===== src/rtl/fft_pkg.sv =====
// Shared types and constants for the 8-point FFT datapath.
// Used by the frame loader and the core.
package fft_pkg;

  localparam int DW       = 32;
  localparam int N_POINTS = 8;
  localparam int IDX_W    = 3;

  typedef enum logic [1:0] {
    FILL  = 2'd0,
    START = 2'd1,
    WAIT  = 2'd2
  } state_t;

  // IEEE-754 single 1.0, also the W^0 twiddle in the core
  localparam logic [31:0] FP_ONE = 32'h3F80_0000;

endpackage


===== src/rtl/fft_sample_bank.sv =====
// Eight complex sample registers, one written per cycle.
// All slots are exposed in parallel to the core.
module fft_sample_bank
  import fft_pkg::*;
#(
  parameter int W = DW
) (
  input  logic                    clk,
  input  logic                    rst_n,
  input  logic                    we,
  input  logic [IDX_W-1:0]        widx,
  input  logic [W-1:0]            wr_real,
  input  logic [W-1:0]            wr_imag,
  output logic [N_POINTS*W-1:0]   rd_real,
  output logic [N_POINTS*W-1:0]   rd_imag
);

  logic [N_POINTS-1:0][W-1:0] re_q;
  logic [N_POINTS-1:0][W-1:0] im_q;

  // write the addressed slot; others hold
  always_ff @(posedge clk or negedge rst_n) begin
    if (!rst_n) begin
      re_q <= '0;
      im_q <= '0;
    end else if (we) begin
      re_q[widx] <= wr_real;
      im_q[widx] <= wr_imag;
    end
  end

  assign rd_real = re_q;
  assign rd_imag = im_q;

endmodule


===== src/rtl/fft_frame_loader.sv =====
// Serial-to-parallel frame loader for the 8-point FFT core.
// Fills 8 samples, strobes start, holds until done or timeout.
module fft_frame_loader
  import fft_pkg::*;
#(
  parameter int DW      = 32,
  parameter int TIMEOUT = 255
) (
  input  logic          clk,
  input  logic          rst_n,
  input  logic          in_valid,
  output logic          in_ready,
  input  logic [DW-1:0] in_real,
  input  logic [DW-1:0] in_imag,
  input  logic          in_mode,
  output logic          fft_str_sig,
  output logic          fft_switch,
  output logic [DW-1:0] fft_real_x0,
  output logic [DW-1:0] fft_real_x1,
  output logic [DW-1:0] fft_real_x2,
  output logic [DW-1:0] fft_real_x3,
  output logic [DW-1:0] fft_real_x4,
  output logic [DW-1:0] fft_real_x5,
  output logic [DW-1:0] fft_real_x6,
  output logic [DW-1:0] fft_real_x7,
  output logic [DW-1:0] fft_imag_x0,
  output logic [DW-1:0] fft_imag_x1,
  output logic [DW-1:0] fft_imag_x2,
  output logic [DW-1:0] fft_imag_x3,
  output logic [DW-1:0] fft_imag_x4,
  output logic [DW-1:0] fft_imag_x5,
  output logic [DW-1:0] fft_imag_x6,
  output logic [DW-1:0] fft_imag_x7,
  input  logic          fft_done_sig,
  input  logic          fft_error,
  output logic          busy,
  output logic          frame_err,
  output logic          timeout_err,
  input  logic          err_clr,
  output logic [15:0]   frame_cnt
);

  localparam logic [7:0] TMO_LAST = 8'(TIMEOUT - 1);

  state_t            state_q, state_d;
  logic [IDX_W-1:0]  idx_q;
  logic              mode_pend_q;
  logic              sw_q;
  logic [7:0]        wait_q;
  logic              ferr_q, terr_q;
  logic [15:0]       cnt_q;

  logic              accept, last;
  logic              done_ok, tmo_hit;
  logic              ferr_set;

  logic [N_POINTS*DW-1:0] rd_real, rd_imag;

  assign in_ready = rst_n & (state_q == FILL);
  assign accept   = in_valid & in_ready;
  assign last     = accept & (idx_q == IDX_W'(N_POINTS - 1));
  assign ferr_set = (state_q == WAIT) & fft_error;

  // next state and per-state strobes
  always_comb begin
    state_d     = state_q;
    fft_str_sig = 1'b0;
    busy        = 1'b0;
    done_ok     = 1'b0;
    tmo_hit     = 1'b0;
    unique case (state_q)
      FILL: begin
        if (last) state_d = START;
      end
      START: begin
        fft_str_sig = 1'b1;
        busy        = 1'b1;
        state_d     = WAIT;
      end
      WAIT: begin
        busy = 1'b1;
        if (fft_done_sig) begin
          done_ok = 1'b1;
          state_d = FILL;
        end else if (wait_q == TMO_LAST) begin
          tmo_hit = 1'b1;
          state_d = FILL;
        end
      end
      default: state_d = FILL;
    endcase
  end

  // state register
  always_ff @(posedge clk or negedge rst_n) begin
    if (!rst_n) state_q <= FILL;
    else        state_q <= state_d;
  end

  // write index, pending mode and held mode
  always_ff @(posedge clk or negedge rst_n) begin
    if (!rst_n) begin
      idx_q       <= '0;
      mode_pend_q <= 1'b0;
      sw_q        <= 1'b1;
    end else if (accept) begin
      idx_q <= idx_q + 1'b1;
      if (idx_q == '0) mode_pend_q <= in_mode;
      if (last)        sw_q        <= mode_pend_q;
    end
  end

  // wait-cycle counter, cleared on start
  always_ff @(posedge clk or negedge rst_n) begin
    if (!rst_n)                wait_q <= '0;
    else if (state_q == START) wait_q <= '0;
    else if (state_q == WAIT)  wait_q <= wait_q + 8'd1;
  end

  // sticky flags (set beats clear) and frame counter
  always_ff @(posedge clk or negedge rst_n) begin
    if (!rst_n) begin
      ferr_q <= 1'b0;
      terr_q <= 1'b0;
      cnt_q  <= '0;
    end else begin
      ferr_q <= ferr_set | (ferr_q & ~err_clr);
      terr_q <= tmo_hit  | (terr_q & ~err_clr);
      if (done_ok) cnt_q <= cnt_q + 16'd1;
    end
  end

  fft_sample_bank #(
    .W (DW)
  ) u_bank (
    .clk     (clk),
    .rst_n   (rst_n),
    .we      (accept),
    .widx    (idx_q),
    .wr_real (in_real),
    .wr_imag (in_imag),
    .rd_real (rd_real),
    .rd_imag (rd_imag)
  );

  assign fft_switch  = sw_q;
  assign frame_err   = ferr_q;
  assign timeout_err = terr_q;
  assign frame_cnt   = cnt_q;

  assign fft_real_x0 = rd_real[0*DW +: DW];
  assign fft_real_x1 = rd_real[1*DW +: DW];
  assign fft_real_x2 = rd_real[2*DW +: DW];
  assign fft_real_x3 = rd_real[3*DW +: DW];
  assign fft_real_x4 = rd_real[4*DW +: DW];
  assign fft_real_x5 = rd_real[5*DW +: DW];
  assign fft_real_x6 = rd_real[6*DW +: DW];
  assign fft_real_x7 = rd_real[7*DW +: DW];
  assign fft_imag_x0 = rd_imag[0*DW +: DW];
  assign fft_imag_x1 = rd_imag[1*DW +: DW];
  assign fft_imag_x2 = rd_imag[2*DW +: DW];
  assign fft_imag_x3 = rd_imag[3*DW +: DW];
  assign fft_imag_x4 = rd_imag[4*DW +: DW];
  assign fft_imag_x5 = rd_imag[5*DW +: DW];
  assign fft_imag_x6 = rd_imag[6*DW +: DW];
  assign fft_imag_x7 = rd_imag[7*DW +: DW];

endmodule


===== config.mk =====
export PLATFORM = sky130hd
export DESIGN_NAME = fft_frame_loader
export DESIGN_NICKNAME = d
export VERILOG_FILES = /design/src/rtl/fft_pkg.sv /design/src/rtl/fft_sample_bank.sv /design/src/rtl/fft_frame_loader.sv
export SDC_FILE = /design/constraint.sdc
export NUM_CORES = 1
export LEC_CHECK = 0
export CORE_AREA = 2 2 237 239
export DETAILED_ROUTE_END_ITERATION = 10
export DIE_AREA = 0 0 239 241
export GPL_TIMING_DRIVEN = 0
export PLACE_DENSITY = 0.74
export RECOVER_POWER = 100
export SYNTH_ARGS = -nofsm -noshare
export SYNTH_HDL_FRONTEND = slang
export SYNTH_SLANG_ARGS = --single-unit

===== constraint.sdc =====
create_clock -name clk -period 5.8 [get_ports clk]
set_input_delay 0.58 -clock clk [delete_from_list [all_inputs] [get_ports clk]]
set_output_delay 0.58 -clock clk [all_outputs]
set_load 0.01 [all_outputs]

==> results of run 1 <==
cell type report:
class	count	area [um^2]	area share [%]
multi-input combinational	621	6590	22.4
clock inverter	16	171	0.583
tap	704	881	3.00
buffer	52	256	0.872
inverter	11	41.3	0.140
clock buffer	83	1660	5.66
timing repair buffer	610	6160	21.0
sequential	545	13600	46.4
worst max-delay path: stages:
cell	delay (ns)
dlygate4sd3_1	0.56
buf_8	0.53
buf_16	0.49
buf_16	0.43
nand3_1	0.52
nor2_1	0.29
nand3_1	0.61
clkbuf_1	0.58
mux2_1	0.45
cells by family after synthesis:
family                     Yosys count
xor gates and xnor gates            19
AOI/OAI and AO/OA                   11
buffers and inverters               63
and+or+nand+nor                     59
muxes                              522
DFF                                545
adders and majority gates           10
where the power goes:
part / leakage (nW) / switching, mW / internal [mW]
clock network: 0.892 / 1.47 / 2.11
registers: 7.02 / 0.851 / 5.48
logic: 6.20 / 2.66 / 3.48
sequential cells by signal, indices dropped and copies added (netlist names):
signal,flops
mode_pend_q,1
frame_err,1
idx_q,3
frame_cnt,16
state_q,2
wait_q,8
u_bank.rd_imag,256
fft_switch,1
u_bank.rd_real,256
timeout_err,1
worst paths after layout:
kind / start / slack [ns] / depth (start not counted) / endpoint
max in group asynchronous: rst_n / 1.64 / 4 / u_bank.rd_imag[14]$_DFFE_PN0P_
hold reg to reg: u_bank.rd_imag[92]$_DFFE_PN0P_ / 0.48 / 1 / u_bank.rd_imag[92]$_DFFE_PN0P_
setup / recovery: rst_n / 1.08 / 9 / u_bank.rd_real[5]$_DFFE_PN0P_
hold / removal: u_bank.rd_imag[92]$_DFFE_PN0P_ / 0.48 / 1 / u_bank.rd_imag[92]$_DFFE_PN0P_
setup reg to reg: state_q[0]$_DFFE_PN0P_ / 2.31 / 8 / u_bank.rd_imag[130]$_DFFE_PN0P_
min in group asynchronous: rst_n / 0.60 / 2 / frame_cnt[12]$_DFFE_PN0P_
placed cells by master (no fill, tap or decap), drive strengths merged, types with 2 or more instances in the layout:
cell	Yosys	final
o22ai	3	3
o21ai	3	3
clkinv	0	7
and3	2	2
nand4	9	9
inv	11	12
mux2	521	521
dlygate4sd3	0	535
buf	50	14
xnor2	14	14
clkbuf	2	127
a21oi	4	4
nor3	4	4
dfrtp	544	544
nand2	12	12
xor2	5	5
bufinv	0	3
nand3	12	12
clkinvlp	0	5
ha	10	10
clkdlybuf4s50	0	69
and2	2	2
nor2	13	13
metrics by stage:
step	area, um^2	power [mW]
after global routing	29400	16.9
after floorplan	21100	9.07
final	29400	16.0
after detailed placement	28200	13.5
after CTS	30000	17.1
after global placement	28100	13.3
synth_stat cells:
cell / n / area (um^2)
nand4_1: 9 / 56.3
buf_6: 42 / 473
mux2i_1: 1 / 10.0
nor3b_1: 1 / 7.51
and2_4: 1 / 8.76
nor2_2: 3 / 18.8
and2_1: 1 / 6.26
buf_12: 7 / 140
and3_1: 2 / 12.5
buf_2: 1 / 5.00
and4_1: 1 / 8.76
dfstp_2: 1 / 26.3
nand3_4: 3 / 52.6
nand3_1: 9 / 45.0
dfrtp_1: 544 / 13600
ha_1: 10 / 125
o22ai_1: 3 / 18.8
nor2_1: 10 / 37.5
mux2_1: 21 / 236
nor3_1: 1 / 5.00
a21oi_1: 4 / 20.0
clkbuf_1: 2 / 7.51
xor2_1: 5 / 43.8
or3_4: 1 / 11.3
xnor2_1: 14 / 123
nand2_1: 12 / 45.0
o32ai_1: 1 / 8.76
mux2_4: 60 / 901
nor2b_1: 1 / 6.26
nand2b_1: 1 / 6.26
inv_1: 11 / 41.3
mux2_2: 440 / 4950
nor3_4: 3 / 48.8
o21ai_0: 3 / 15.0
per-layer routing:
metal | part of all wire, % | GRT usage, % | vias to the layer above
met2 | 50 | 35.4 | 431
met5 | 0 | 0 | -
li1 | - | - | 5720
met4 | 2.9 | 6.63 | 0
met3 | 7.8 | 6.75 | 104
met1 | 40 | 25.0 | 6725
timing repair:
item                      CTS  global route
buffers inserted            0             0
hold endpoints to repair    6             0
hold buffers                1             0
==> flow_summary_export.csv, run 1 <==
group,metric,value,unit
finish,fin_util,53.6,%
yosys,syn_nets,1310,
finish,fin_nets,1977,
drt,detail-route-antenna-nets,0,
placement,globalplace.congestion,0.817,
power_and_ir_drop,power.density,546,nW/um^2
grt,grt_pass1_vias,13800,
yosys,synthCells,1229,
floorplanning,io_pins,605,
yosys,synth-compound-area-share,0.296,%
power_and_ir_drop,leakage,14.1,nW
sta,drv_slew,112,
floorplanning,core,54900,um^2
drt,first_pass_iters,4,
drt,via_count,13000,
finish,drive_above_1_share,28.5,%
hold_path,hold_class,"flip-flop to flip-flop",
grt,grt_use_total,20.8,%
drt,remaining_drc_errors,0,
yosys,ys.warnings.count,0,
placement,dp.cells,2541,
sta,rsz0062_at_grt,"no",
yosys,synthXorXnorAreaFrac,0.787,%
clock_tree,cts_tree,"done",
grt,grt_max_degree,126,
grt,grt-ovfl-total,0,
outcome,violations,"capacitance limit, slew limit",
placement,port_buffers,604,
flow_run,cap_viol_max_count,1,
clock_tree,clock_path_buffers,3,
worst_setup_path,worst-setup-path-type,"input pin to flip-flop",
yosys,postSynthAreaPerCell,17.2,um^2
worst_setup_path,worstPathMaxFanout,118,
yosys,synthMuxAreaShare,28.9,%
drt,drt-total-wl,60.9,mm
worst_setup_path,endpoint_kind,"flip-flop",
finish,nFillCells,4502,
sta,hold_viol,0,
power_and_ir_drop,ir_drop,0.000327,V
clock_tree,clkTransAtPathRegs,0.06,ns
worst_setup_path,arrival,5.19,ns
sta,fin_crit_sh,81.4,%
sta,hold_ws,0.481,ns
yosys,synth_cell_types,34,
clock_tree,ctsResizeCount,0,
floorplanning,num_rows,86,
finish,fin_cells,2642,
floorplanning,floorplan.initialDensity,38.5,%
finish,syn2layout_area_growth,39.1,%
placement,dp_slack,1.15,ns
sta,finalSetupViolCount,0,
sta,slew_headroom,-77.0,%
sta,fin_ws,1.08,ns
yosys,synthAdderAreaFrac,0.592,%
sta,tns,0,ns
drt,via_per_inst,4.91,
floorplanning,die_h,241,um
clock_tree,root_buffer,"clkbuf_16",
yosys,synth_top_family_by_area,"multiplexers",
worst_setup_path,cp.required,6.26,ns
drt,wl_per_cell,23.0,um
clock_tree,htree_num_levels,2,
yosys,syn_area,21100,um^2
clock_tree,cts_buffers,55,
yosys,synth-seq-cells,545,
grt,grt_pass1_wl,89.9,mm
yosys,synth_seq_area_share,64.5,%
floorplanning,die_w,239,um
floorplanning,die_area,57600,um^2
outcome,status,"finished with violations",
clock_tree,clock_latency,0.59,ns
placement,dp_hpwl,43.8,mm
finish,diodes,0,
sta,fin_skew,0.0121,ns
yosys,synth_simple_gate_area_share,1.78,%
clock_tree,cts_sinks,545,
sta,clock.fmax,212,MHz
worst_setup_path,startpoint_type,"input pin",
sta,min_period,4.72,ns
grt,antenna_found_initial,2,
sta,tightest_slew,2.66,ns
drt,drt_iter0_drc,568,
(Power assumes the default switching activity.)
==> run 2, diff against run 1 <==
--- a/config.mk
+++ b/config.mk
@@ -5,11 +5,11 @@
 export SDC_FILE = /design/constraint.sdc
 export NUM_CORES = 1
 export LEC_CHECK = 0
-export CORE_AREA = 2 2 237 239
+export CORE_AREA = 2 2 239 241
 export DETAILED_ROUTE_END_ITERATION = 10
-export DIE_AREA = 0 0 239 241
+export DIE_AREA = 0 0 241 243
 export GPL_TIMING_DRIVEN = 0
-export PLACE_DENSITY = 0.74
+export PLACE_DENSITY = 0.75
 export RECOVER_POWER = 100
 export SYNTH_ARGS = -nofsm -noshare
 export SYNTH_HDL_FRONTEND = slang
==> constraint.sdc (replaced) <==
create_clock -name clk -period 3.95 [get_ports clk]
set_input_delay 0.395 -clock clk [delete_from_list [all_inputs] [get_ports clk]]
set_output_delay 0.395 -clock clk [all_outputs]
set_load 0.01 [all_outputs]
==> run 2 against run 1 <==
  * Final area up 1.5%
  * Utilization down 0.25 points
  * Register-to-register slack worse by 1.2 ns
  * First-iteration DRC count down 9.2%
  * The run still ends with capacitance limit, slew limit left
  * Worst hold slack worse by 0.12 ns
  * Count of clock-buffer cells in the layout up 4
  * Die area up 1.7%
  * Sequential cell count unchanged
==> flow_summary_export.csv, run 2 (synthesis results as in run 1) <==
group,metric,value,unit
outcome,status,"finished with violations",
outcome,violations,"capacitance limit, slew limit",
placement,globalplace.congestion,0.792,
finish,final_common_cell,"dfrtp_1",
grt,antenna_found_initial,0,
hold_path,hold_class,"input pin to flip-flop",
grt,grt_pass1_wl,91.4,mm
sta,tns,0,ns
sta,finalSetupViolCount,0,
finish,fin_util,53.3,%
grt,grt-ovfl-total,0,
clock_tree,cts_tree,"done",
drt,wl_per_cell,22.7,um
sta,tightest_slew,1.81,ns
sta,slew_headroom,-20.6,%
worst_setup_path,r2r_end,"u_bank.rd_imag[136]$_DFFE_PN0P_",
worst_setup_path,worst-setup-path-type,"input pin to flip-flop",
placement,port_buffers,604,
grt,grt_max_degree,129,
sta,min_period,3.69,ns
floorplanning,floorplan.initialDensity,37.8,%
worst_setup_path,reg2regPathDepth,8,
drt,remaining_drc_errors,0,
drt,via_count,13100,
sta,fin_skew,0.0238,ns
drt,via_per_inst,4.85,
worst_setup_path,endpoint_kind,"flip-flop",
worst_setup_path,rrSetupSlack,1.15,ns
sta,clock.fmax,271,MHz
worst_setup_path,worstPathMaxFanout,116,
power_and_ir_drop,power.density,803,nW/um^2
clock_tree,clock_latency,0.61,ns
placement,dp_hpwl,44.1,mm
sta,rsz0062_at_grt,"no",
floorplanning,num_rows,87,
finish,nFillCells,4652,
floorplanning,die_w,241,um
clock_tree,clock_path_buffers,3,
floorplanning,io_pins,605,
clock_tree,root_buffer,"clkbuf_16",
finish,syn2layout_area_growth,41.1,%
grt,grt_pass1_vias,14000,
grt,grt_use_total,20.8,%
finish,final_cell_mix,"dfrtp_1, dlygate4sd3_1, mux2_2",
clock_tree,cts_sinks,545,
sta,fin_crit_sh,93.4,%
power_and_ir_drop,leakage,14.4,nW
drt,drt-total-wl,61.3,mm
drt,detail-route-antenna-nets,0,
worst_setup_path,worst_r2r_startpoint,"state_q[1]$_DFFE_PN0P_",
clock_tree,htree_num_levels,2,
finish,fin_nets,1978,
finish,drive_above_1_share,32.1,%
hold_path,worstHoldStart,"fft_error",
drt,drt_iter0_drc,516,
sta,hold_viol,0,
floorplanning,die_area,58600,um^2
drt,first_pass_iters,6,
worst_setup_path,crit_start,"rst_n",
floorplanning,core,56000,um^2
worst_setup_path,cp.required,4.43,ns
worst_setup_path,startpoint_type,"input pin",
flow_run,cap_viol_max_count,2,
worst_setup_path,cp-endpoint,"u_bank.rd_imag[136]$_DFFE_PN0P_",
worst_setup_path,arrival,4.17,ns
floorplanning,die_h,243,um
clock_tree,clkTransAtPathRegs,0.06,ns
power_and_ir_drop,ir_drop,0.000466,V
sta,drv_slew,201,
clock_tree,cts_buffers,57,
-- run 2: worst min path at each step --
stage	to	slack, ns	cells after the start
final	frame_err$_DFF_PN0_	0.36	3
after global routing	frame_err$_DFF_PN0_	0.35	3
after CTS	frame_err$_DFF_PN0_	0.32	3
after detailed placement	frame_cnt[15]$_DFFE_PN0P_	0.47	1
after global placement	frame_cnt[15]$_DFFE_PN0P_	0.46	1
after floorplan	frame_cnt[0]$_DFFE_PN0P_	0.1	0
-- run 2: layout make-up --
type,instances,area [um^2],area share [%]
timing repair buffer,609,6120,20.5
inverter,11,41.3,0.138
clock inverter,18,213,0.713
multi-input combinational,621,6700,22.5
antenna,1,2.50,0.00839
tap,756,946,3.17
buffer,52,413,1.38
clock buffer,87,1760,5.90
sequential,545,13600,45.7
-- run 2: repair_timing --
action,4_1_cts,5_1_grt
hold buffers,1,0
endpoints found under the setup margin,0,77
buffers inserted,0,0
gates resized for setup,0,1
endpoints found under the hold margin,106,0
-- run 2: power breakdown --
part	switching (mW)	internal [mW]
Sequential	1.26	8.05
Combinational	3.93	5.18
Clock	2.23	3.33
Total	7.41	16.6
-- run 2: stage by stage --
step / cell area [um^2] / hold slack (ns) / instances / setup WS (ns) / total power, mW
after floorplan: 21100 / 0.0994 / 1229 / 1.91 / 13.3
after global placement: 28100 / 0.463 / 2589 / -20.90 / 19.5
after detailed placement: 28200 / 0.473 / 2593 / 0.0439 / 19.7
after CTS: 30200 / 0.316 / 2699 / 0.0892 / 25.4
after global routing: 29800 / 0.347 / 2699 / 0.0189 / 25.2
final: 29800 / 0.357 / 2700 / 0.260 / 24.0
-- run 2: per-layer routing --
metal | vias to the layer above | GRT usage, % | wire [um]
li1 | 5731 | - | -
met1 | 6829 | 24.7 | 24000
met2 | 450 | 35.3 | 30600
met3 | 95 | 6.74 | 5000
met4 | 0 | 6.81 | 1750
met5 | - | 0 | 0
-- run 2: critical path, stage by stage --
cell and delay [ns]:
dlygate4sd3_1 0.56, buf_8 0.59, buf_16 0.48, and2_4 0.27
nand3_4 0.11, or3_2 0.42, clkbuf_2 0.34, clkbuf_2 0.43
mux2_4 0.39
